<file path="src/rtl/alu_pkg.sv">
// Shared ALU definitions: default datapath width, status-flag bundle and flag derivation.
package alu_pkg;

    localparam int unsigned DEFAULT_WIDTH = 32;
    // Widest datapath the flag helper accepts; narrower results are zero-extended.
    localparam int unsigned MAX_WIDTH = 128;

    typedef struct packed {
        logic borrow;
        logic overflow;
        logic zero;
        logic negative;
    } alu_flags_t;

    // diff is zero-extended to MAX_WIDTH; width selects the real sign bit.
    function automatic alu_flags_t calc_flags(
        input logic                 a_msb,
        input logic                 b_msb,
        input logic [MAX_WIDTH-1:0] diff,
        input int unsigned          width,
        input logic                 cout
    );
        alu_flags_t f;
        logic       d_msb;
        d_msb      = diff[width-1];
        f.borrow   = ~cout;
        f.overflow = (a_msb != b_msb) && (d_msb != a_msb);
        f.zero     = (diff == '0);
        f.negative = d_msb;
        return f;
    endfunction

endpackage

</file>
<file path="src/rtl/sub_slice.sv">
// Combinational ripple subtract slice: d = x + ~y + cin, with carry-out of the top bit.
module sub_slice #(
    parameter int unsigned N = 16
) (
    input  logic [N-1:0] x,
    input  logic [N-1:0] y,
    input  logic         cin,
    output logic [N-1:0] d,
    output logic         cout
);

    always_comb begin
        logic [N:0] c;
        logic       yn;
        c    = '0;
        d    = '0;
        c[0] = cin;
        for (int i = 0; i < int'(N); i++) begin
            yn       = ~y[i];
            d[i]     = x[i] ^ yn ^ c[i];
            c[i+1]   = (x[i] & yn) | (c[i] & (x[i] ^ yn));
        end
        cout = c[N];
    end

endmodule

</file>
<file path="src/rtl/subtract_unit.sv">
// Registered two's-complement subtractor with borrow/overflow/zero/negative flags.
// Build option SUBTRACT_PIPE2_EN splits the carry chain into two pipeline stages (latency 2).
module subtract_unit
    import alu_pkg::*;
#(
    parameter int unsigned WIDTH = DEFAULT_WIDTH
) (
    input  logic             clk,
    input  logic             rst_n,
    input  logic             in_valid,
    input  logic [WIDTH-1:0] a,
    input  logic [WIDTH-1:0] b,
    output logic             out_valid,
    output logic [WIDTH-1:0] diff,
    output logic             borrow,
    output logic             overflow,
    output logic             zero,
    output logic             negative
);

    // Final-stage inputs: whichever stage feeds the output registers.
    logic             fin_valid;
    logic [WIDTH-1:0] fin_diff;
    alu_flags_t       fin_flags;

    logic             valid_q;
    logic [WIDTH-1:0] diff_q;
    alu_flags_t       flags_q;

`ifdef SUBTRACT_PIPE2_EN
    localparam int unsigned HALF = WIDTH / 2;

    logic [HALF-1:0] lo_d;
    logic            lo_cout;
    logic [HALF-1:0] hi_d;
    logic            hi_cout;

    logic            s1_valid_q;
    logic [HALF-1:0] s1_lo_q;
    logic            s1_carry_q;
    logic [HALF-1:0] s1_a_hi_q;
    logic [HALF-1:0] s1_b_hi_q;

    sub_slice #(
        .N (HALF)
    ) u_slice_lo (
        .x    (a[HALF-1:0]),
        .y    (b[HALF-1:0]),
        .cin  (1'b1),
        .d    (lo_d),
        .cout (lo_cout)
    );

    always_ff @(posedge clk) begin
        if (!rst_n) begin
            s1_valid_q <= 1'b0;
            s1_lo_q    <= '0;
            s1_carry_q <= 1'b0;
            s1_a_hi_q  <= '0;
            s1_b_hi_q  <= '0;
        end else begin
            s1_valid_q <= in_valid;
            if (in_valid) begin
                s1_lo_q    <= lo_d;
                s1_carry_q <= lo_cout;
                s1_a_hi_q  <= a[WIDTH-1:HALF];
                s1_b_hi_q  <= b[WIDTH-1:HALF];
            end
        end
    end

    sub_slice #(
        .N (HALF)
    ) u_slice_hi (
        .x    (s1_a_hi_q),
        .y    (s1_b_hi_q),
        .cin  (s1_carry_q),
        .d    (hi_d),
        .cout (hi_cout)
    );

    always_comb begin
        fin_valid = s1_valid_q;
        fin_diff  = {hi_d, s1_lo_q};
        fin_flags = calc_flags(s1_a_hi_q[HALF-1], s1_b_hi_q[HALF-1],
                               MAX_WIDTH'(fin_diff), WIDTH, hi_cout);
    end
`else
    logic [WIDTH-1:0] full_d;
    logic             full_cout;

    sub_slice #(
        .N (WIDTH)
    ) u_slice (
        .x    (a),
        .y    (b),
        .cin  (1'b1),
        .d    (full_d),
        .cout (full_cout)
    );

    always_comb begin
        fin_valid = in_valid;
        fin_diff  = full_d;
        fin_flags = calc_flags(a[WIDTH-1], b[WIDTH-1], MAX_WIDTH'(full_d), WIDTH, full_cout);
    end
`endif

    // Result and flags hold across idle cycles; only out_valid drops.
    always_ff @(posedge clk) begin
        if (!rst_n) begin
            valid_q <= 1'b0;
            diff_q  <= '0;
            flags_q <= '0;
        end else begin
            valid_q <= fin_valid;
            if (fin_valid) begin
                diff_q  <= fin_diff;
                flags_q <= fin_flags;
            end
        end
    end

    assign out_valid = valid_q;
    assign diff      = diff_q;
    assign borrow    = flags_q.borrow;
    assign overflow  = flags_q.overflow;
    assign zero      = flags_q.zero;
    assign negative  = flags_q.negative;

endmodule

</file>
<file path="config.mk">
export PLATFORM = sky130hd
export DESIGN_NAME = subtract_unit
export DESIGN_NICKNAME = d
export VERILOG_FILES = /design/src/rtl/alu_pkg.sv /design/src/rtl/sub_slice.sv /design/src/rtl/subtract_unit.sv
export SDC_FILE = /design/constraint.sdc
export NUM_CORES = 1
export LEC_CHECK = 0
export CORE_MARGIN = 2
export CORE_UTILIZATION = 40
export CTS_BUF_LIST = sky130_fd_sc_hd__clkbuf_4
export CTS_CLUSTER_DIAMETER = 60
export DETAILED_ROUTE_END_ITERATION = 12
export GPL_TIMING_DRIVEN = 1
export PLACE_DENSITY = 0.78
export SETUP_SLACK_MARGIN = 0.2
export SLEW_MARGIN = 40
export SYNTH_ARGS = -nofsm -noshare
export SYNTH_HDL_FRONTEND = slang
export SYNTH_SLANG_ARGS = --single-unit
</file>
<file path="constraint.sdc">
create_clock -name clk -period 41.5 [get_ports clk]
set_clock_uncertainty 0.1 [all_clocks]
set_input_delay 4.15 -clock clk [delete_from_list [all_inputs] [get_ports clk]]
set_output_delay 4.15 -clock clk [all_outputs]
set_load 0.02 [all_outputs]
</file>
==> impl.org, run 1 <==
** Drt
- Overall via count from detail_route :: 1,786
- The first detailed-routing pass took 4 iterations.
- Average routed wire per standard cell :: 14.5 um
- In this run, the number of DRC markers left after iteration 0 of detailed routing was 84.
- Post-route DRC violation count :: 0
- The final layout contains routed wiring with a total length of between 5000 and 6000 um.
- Average vias per placed instance :: 4.78
- Number of antenna-violating nets in the routed design :: 0

** Layout
- Count of antenna diodes in the layout :: 0
- At the end of the flow the core is filled with cells to just over 60%.
- Of the cells placed in the final design, the portion with a size suffix greater than 1 is 3.64%.
- In the layout the commonest cells are sky130_fd_sc_hd__clkdlybuf4s50_1 (102), sky130_fd_sc_hd__dfxtp_1 (36), sky130_fd_sc_hd__inv_1 (35).
- Synth-to-layout area growth :: 49.3%
- Once layout is complete, the cells apart from fillers number 374.
- After routing the design area is 0.00329 sq mm.
- After the last flow step, the layout net total stands at about 400.
- Commonest non-fill, non-tap cell in the layout :: sky130_fd_sc_hd__clkdlybuf4s50_1
- Total of fill cells in the finished design :: 479

** Global route
- The via count of the first global-routing pass was 1,956.
- Across every metal layer, demand over resource in global routing totals about a fifth.
- Grt total ovfl :: 0
- The number of antenna violations at the first check in global routing came to 0.
- Maximum number of pins on one net before global-route repair :: 69
- First-pass GRT wire length :: 8920 um

** Clock network
- The H-tree was split into 2 levels.
- Root buffer selected by CTS :: sky130_fd_sc_hd__clkbuf_4
- The clock reaches the later pin of the worst-skew pair after 0.35 ns.
- Clock tree from TritonCTS :: done
- Count of hold-fix buffers inserted at cts :: 0
- Number of buffers added for setup after CTS :: 0
- Number of sinks handled by clock tree synthesis :: 36
- CTS clock-pin slew for the worst setup and hold paths :: 0.12 ns
- CTS resizes :: 0
- In this run, CTS created clock tree buffers numbering 5.
- The clock passes through at most 2 buffers.

** Timing
- Setup repair after global routing left no endpoint under its margin.
- Hold timing on the final database bottoms out at a slack of 0.391 ns.
- Final Max Slew Viols :: 0
- Time the final worst path needs with I/O delays and setup :: 17.43 ns
- Final number of hold-violating endpoints :: 0
- Setup TNS :: 0 ns
- Worst setup slack after layout :: between 20 and 25 ns
- In the finished design, the share of the clock period the worst path needs comes to 42.0%.
- Relative max-transition margin :: between 50% and 60%
- Based on the critical path, the design can be clocked at up to between 50 and 60 MHz.
- Setup Viol. Count Final :: 0
- Worst Tran Pin Value :: 0.643 ns

** Logic synthesis
- Cell type with the highest aggregate area in the netlist :: sky130_fd_sc_hd__dfxtp_1
- After technology mapping, the gate count stands at roughly 200.
- Netlist area before placement :: 0.00220 sq mm
- Portion of the post-synthesis area used by sequential elements :: 32.7%
- Synthesis produced a netlist with a net count of 302.
- Yosys mapped the design onto 22 distinct sky130hd cell types.
- Of the post-synthesis cell area, the dominant cell type holds 32.7%.
- For this run, the number of Yosys warnings is 0.
- Counting flops and latches in the post-synthesis netlist gives 36.
- Each instance of the synthesized netlist takes up on average around 11 sq um.
- Area contributors post-synth :: sky130_fd_sc_hd__dfxtp_1 (33%), sky130_fd_sc_hd__fa_1 (28%), sky130_fd_sc_hd__o211a_1 (14%)

** Setup path
- CP Class :: primary input to flop
- The worst setup path is captured at a flop.
- Setup crit start kind :: primary input
- On the worst path, the slowest cell contributes a delay of 0.55 ns.
- Data on the critical path arrives at its endpoint at 17.64 ns.
- Counting stages on the worst path, the most repeated cell is sky130_fd_sc_hd__fa_1.
- CP required :: 41.71 ns
- For this design, the slowest cell found on the critical path is sky130_fd_sc_hd__fa_1.
- Of all nets on the critical path, the largest fanout is 3.

** Placed design
- OpenSTA, run right after detailed placement, puts the worst setup slack at 23.65 ns.
- Cell count after placement :: 366
- Final estimated routing congestion in global placement :: 0.752
- IO buf count :: 103
- After detailed placement, the total cell area comes to approximately 0.0032 sq mm.
- Half-perimeter wire length after placement :: around 4400 um

** Run status
- Outcome :: finished, final reports clean

** Floorplanning
- Area of the core :: approximately 0.0054 sq mm
- The die is 78.2 um wide.
- Die area :: 0.00611 sq mm
- In this run the count of I/O pins placed on the die edge is 104.
- Core Rows :: 27
- Height of the die :: 78.2 um
- Starting utilization of the core area :: 40.7%

** Power and ir drop
- Leakage :: 1.60 nW
- The worst-case IR drop observed on VDD is 0.0172 mV.
- Power density over the cells :: 31.0 mW/mm^2
- Summing internal, switching and leakage power gives 0.102 mW.

** Min path
- The worst hold path belongs to the class flop to flop.

** Flow run
- Across the run, the number of max-cap violations was 0.
final timing paths:
kind,from,endpoint,slack [ns],cells past startpoint
min,diff[9],diff[9],0.39,1
max,a[0],zero,24.07,39
max reg2reg,overflow,overflow,40.67,2
min reg2reg,diff[9],diff[9],0.39,1
worst max-delay path: cells and delay by family:
| kind | cells | cell delay [ns] |
|---|---|---|
| compound gates | 1 | 0.16 |
| fa+ha+maj | 32 | 12.34 |
| simple gates | 2 | 0.32 |
| buf+inv | 4 | 0.64 |
Yosys cell counts:
cell type,number
sky130_fd_sc_hd__nor2_1,2
sky130_fd_sc_hd__nand4b_1,1
sky130_fd_sc_hd__buf_6,4
sky130_fd_sc_hd__xor2_1,1
sky130_fd_sc_hd__nor3_1,1
sky130_fd_sc_hd__buf_8,3
sky130_fd_sc_hd__and2_1,1
sky130_fd_sc_hd__a31o_1,1
sky130_fd_sc_hd__buf_2,4
sky130_fd_sc_hd__nand2_1,32
sky130_fd_sc_hd__mux2i_1,2
sky130_fd_sc_hd__ha_1,2
sky130_fd_sc_hd__nor4_1,1
sky130_fd_sc_hd__buf_4,2
sky130_fd_sc_hd__nand4_1,7
sky130_fd_sc_hd__nor3b_1,1
sky130_fd_sc_hd__inv_1,35
sky130_fd_sc_hd__o21a_1,1
sky130_fd_sc_hd__o211a_1,31
sky130_fd_sc_hd__fa_1,31
sky130_fd_sc_hd__nor2b_1,3
sky130_fd_sc_hd__dfxtp_1,36
state kept, by name, indices dropped and copies added, names as in the netlist:
name and cells:
borrow 1, diff 32, out_valid 1, overflow 1, zero 1
cell type report:
| cell class | count | area, sq um | area share (%) |
|---|---|---|---|
| clock buffer | 6 | 45.0 | 1.37 |
| tap | 72 | 90.1 | 2.74 |
| clock inverter | 2 | 35.0 | 1.07 |
| timing repair buffer | 105 | 1040 | 31.7 |
| multi-input combinational | 118 | 1220 | 37.3 |
| inverter | 35 | 131 | 4.00 |
| sequential | 36 | 721 | 21.9 |
kinds of logic (layout without fill, tap and decap cells):
family	after synthesis	after routing	synth area share [%]
AO/OA/AOI/OAI	33	33	14.8
buffers and inverters	48	148	11.6
adder cells (fa/ha/maj)	33	33	29.3
multiplexers	2	2	0.909
AND/OR/NAND/NOR	49	49	10.2
XOR/XNOR	1	1	0.398
flip-flops	36	36	32.7
metal layers:
| metal | wire length (um) | global-route usage (%) | share of wire [%] |
|---|---|---|---|
| met1 | 2250 | 21.9 | 41 |
| met2 | 2750 | 34.2 | 51 |
| met3 | 366 | 5.98 | 6.7 |
| met4 | 73 | 4.74 | 1.3 |
| met5 | 0 | 0 | 0 |
power breakdown:
part           total [mW]  switching [mW]  internal, mW  leakage (nW)
Clock              0.0252          0.0119        0.0133        0.0456
Sequential         0.0396         0.00177        0.0378         0.299
Combinational      0.0371          0.0173        0.0198          1.25
Power figures use the tool's default switching activity.
==> inputs of run 2 (changes only) <==
clock period = 17.9 ns   (was 41.5 ns; I/O delays follow)
==> run 2 against run 1 <==
Via count rose by 0.17%. Combinational power rose by 130%. Worst setup slack got worse by 21 ns. Cell area fell by 0.72%.
==> impl.org, run 2 (synthesis gave the netlist of run 1 again) <==
** Floorplanning
- Die outline width :: 78.2 um (unchanged)
- Top-Level Pins :: 104 (unchanged)
- The initial core utilization came to 40.7% (unchanged).
- The number of rows in the core area came to 27 (unchanged).
- The chip height came to 78.2 um (unchanged).
- Area of the core :: 0.00541 sq mm (unchanged)
- The die area came to 0.00611 sq mm (unchanged).

** Global route
- Grt total ovfl :: 0 (unchanged)
- The met2 usage in global routing is 31.6% (-2.6 points).
- The largest net degree at the start of global routing was 69 (unchanged).
- Met1 usage in global routing :: 22.2% (+0.32 points)
- Number of global-route vias before repair :: 1,853 (-5.3%)
- After global routing, the most crowded layer is met2.
- GR Layer Usage met3 :: 5.75% (-0.23 points)
- The first-pass GRT wire length was 8690 um (-2.5%).
- Total track usage :: 18.4% (-0.61 points)
- The number of antenna violations at the first check in global routing was 0 (unchanged).

** Layout
- The count of antenna diodes in the layout came to 0 (unchanged).
- Total Nets Final :: 401 (unchanged)
- Synth-to-layout area growth :: 48.2%
- The ratio of cells with drive above 1 in the final layout came to 3.64% (unchanged).
- The library cell used most frequently in the layout, excluding fill and tap cells, is sky130_fd_sc_hd__clkdlybuf4s50_1.
- The area taken by multi-input logic gates came to 0.00122 sq mm (unchanged).
- The area taken by flip-flops and latches is 721 sq um (unchanged).
- Post-route cell area :: 0.00326 sq mm (-0.72%)
- Leaving out fill and tap cells, the most frequent cells in the layout are sky130_fd_sc_hd__clkdlybuf4s50_1 (102), sky130_fd_sc_hd__dfxtp_1 (36), sky130_fd_sc_hd__inv_1 (35).
- The flip-flop count of the largest register after layout came to 32 (unchanged).
- The number of filler instances in the final layout is 498 (+4.0%).

** Setup path
- Flop-to-flop setup slack :: 17.07 ns (-23.60 ns)
- In this run the worst setup path begins at a[0].
- In this run the critical register-to-register path is captured at overflow.
- Critical Path AT :: 15.24 ns (-2.40 ns)
- Worst setup EP type :: flop
- The count of buffering cells on the critical path with inverters included came to 4 (unchanged).
- The worst setup path is of the primary input to flop kind.
- Most repeated library cell on the critical path :: sky130_fd_sc_hd__fa_1
- On the critical path, the stage with the largest delay is an instance of sky130_fd_sc_hd__fa_1.
- Maximum fanout encountered on the critical timing path :: 3 (unchanged)
- Setup crit start kind :: primary input
- Peak per-stage delay on the critical path :: 0.59 ns (+0.04 ns)
- In this run the critical register-to-register path is launched from overflow.
- The data required time at the worst endpoint is 18.09 ns (-23.62 ns).
- In this design, the largest share of critical-path delay is due to adder cells.
- Worst r2r path cells :: 2 (unchanged)

** Drt
- The final routed wire length divided by cell count is 14.1 um (-3.3%).
- The vias after detailed routing came to 1,789 (+0.17%).
- Total iterations of the first detailed-routing run :: 4 (unchanged)
- Average vias per placed instance :: 4.78 (+0.17%)
- Post-route DRC violation count :: 0 (unchanged)
- Final Routed Wirelength :: 5260 um (-3.3%)
- Violation count after the first detailed-route iteration :: 69 (-18%)
- Number of antenna-violating nets in the routed design :: 0 (unchanged)

** Timing
- The final-layout setup total negative slack is 0 ns (unchanged).
- Based on the critical path, the design can be clocked at up to 66.5 MHz.
- Final Max Slew Viols :: 0 (unchanged)
- Worst hold margin :: 0.391 ns (+0.000200 ns)
- Setup Viol. Count Final :: 0 (unchanged)
- The slew at the pin closest to its max-slew limit was 0.643 ns (+0.000608 ns).
- Of the available clock period, the critical path in the final layout requires between 80% and 90%.
- Unrepaired setup endpoints after global routing :: false
- The worst setup margin was 2.85 ns (-21.22 ns).
- The tightest slew margin relative to the limit is 57.1% (about the same).
- Final number of hold-violating endpoints :: 0 (unchanged)
- The clock period could shrink to 15.05 ns.

** Power and ir drop
- The total chip power came to 0.221 mW (+120%).
- Power density over the cells :: 67.7 mW/mm^2 (+120%)
- The worst IR drop on VDD came to 0.0416 mV (+140%).
- The leakage power figure is 1.59 nW (-0.67%).

** Clock network
- Number of sinks handled by clock tree synthesis :: 36 (unchanged)
- The clock latency reported for the late side of the worst-skew pair is 0.34 ns (about the same).
- H-Tree Depth :: 2 (unchanged)
- The CTS buffer count came to 5 (unchanged).
- CTS clock-pin slew for the worst setup and hold paths :: 0.12 ns (about the same)
- CTS resizes :: 0 (unchanged)
- The tree is rooted in a sky130_fd_sc_hd__clkbuf_4.
- The number of hold-repair buffers added at the cts stage was 0 (unchanged).
- Clock tree from TritonCTS :: done
- The total setup buffers inserted after CTS is 0 (unchanged).
- The buffer depth of the longest clock path came to 2 (unchanged).

** Placed design
- The standard cell area after detailed placement came to 0.00321 sq mm (unchanged).
- Half-perimeter wire length after placement :: 4230 um (-3.0%)
- Pre-CTS setup slack :: 2.44 ns (-21.20 ns)
- Final estimated routing congestion in global placement :: 0.767 (+1.9%)
- IO buf count :: 103 (unchanged)

** Min path
- Destination of the worst hold path :: diff[12]
- The path class of the tightest hold or removal check is flop to flop.
- In this run the most critical hold path is launched from diff[12].
- WHS Path Cells :: 1 (unchanged)

** Flow run
- The count of maximum capacitance violations is 0 (unchanged).

** Run status
- The run finished with clean final reports.
==> run 2: cell count changes in the layout (fill, tap and decap cells not counted), sizes merged <==
cell    previous run  this run
clkbuf             6         5
bufinv             1         0
clkinv             1         3
==> run 2: cell type report <==
| cell class | instances | area share (%) |
|---|---|---|
| multi-input combinational | 118 | 37.5 |
| inverter | 35 | 4.02 |
| tap | 72 | 2.76 |
| timing repair buffer | 105 | 31.9 |
| clock buffer | 5 | 1.15 |
| sequential | 36 | 22.1 |
| clock inverter | 3 | 0.575 |
==> run 2: worst max path at each step <==
stage | endpoint | cells after the start
after floorplan | zero | 38
after global placement | zero | 39
after detailed placement | zero | 39
after CTS | zero | 39
after global routing | zero | 39
final | zero | 39
==> run 2: layer usage <==
metal  routed length, um  up-vias
met5                   0        -
met4                  95        0
met3                 370        9
met2                2580       63
met1                2210      865
li1                    -      852
==> run 2: power breakdown <==
part / switching [mW] / leakage, nW / internal [mW]
registers: 0.00385 / 0.299 / 0.0877
clock network: 0.0290 / 0.0349 / 0.0151
logic: 0.0397 / 1.25 / 0.0457
total: 0.0726 / 1.59 / 0.149
==> run 2: stage by stage <==
step | utilization, % | instances
after detailed placement | 59.4 | 366
after global routing | 60.4 | 374
after CTS | 60.4 | 374
final | 60.4 | 374
after floorplan | - | 202
after global placement | 59.4 | 366
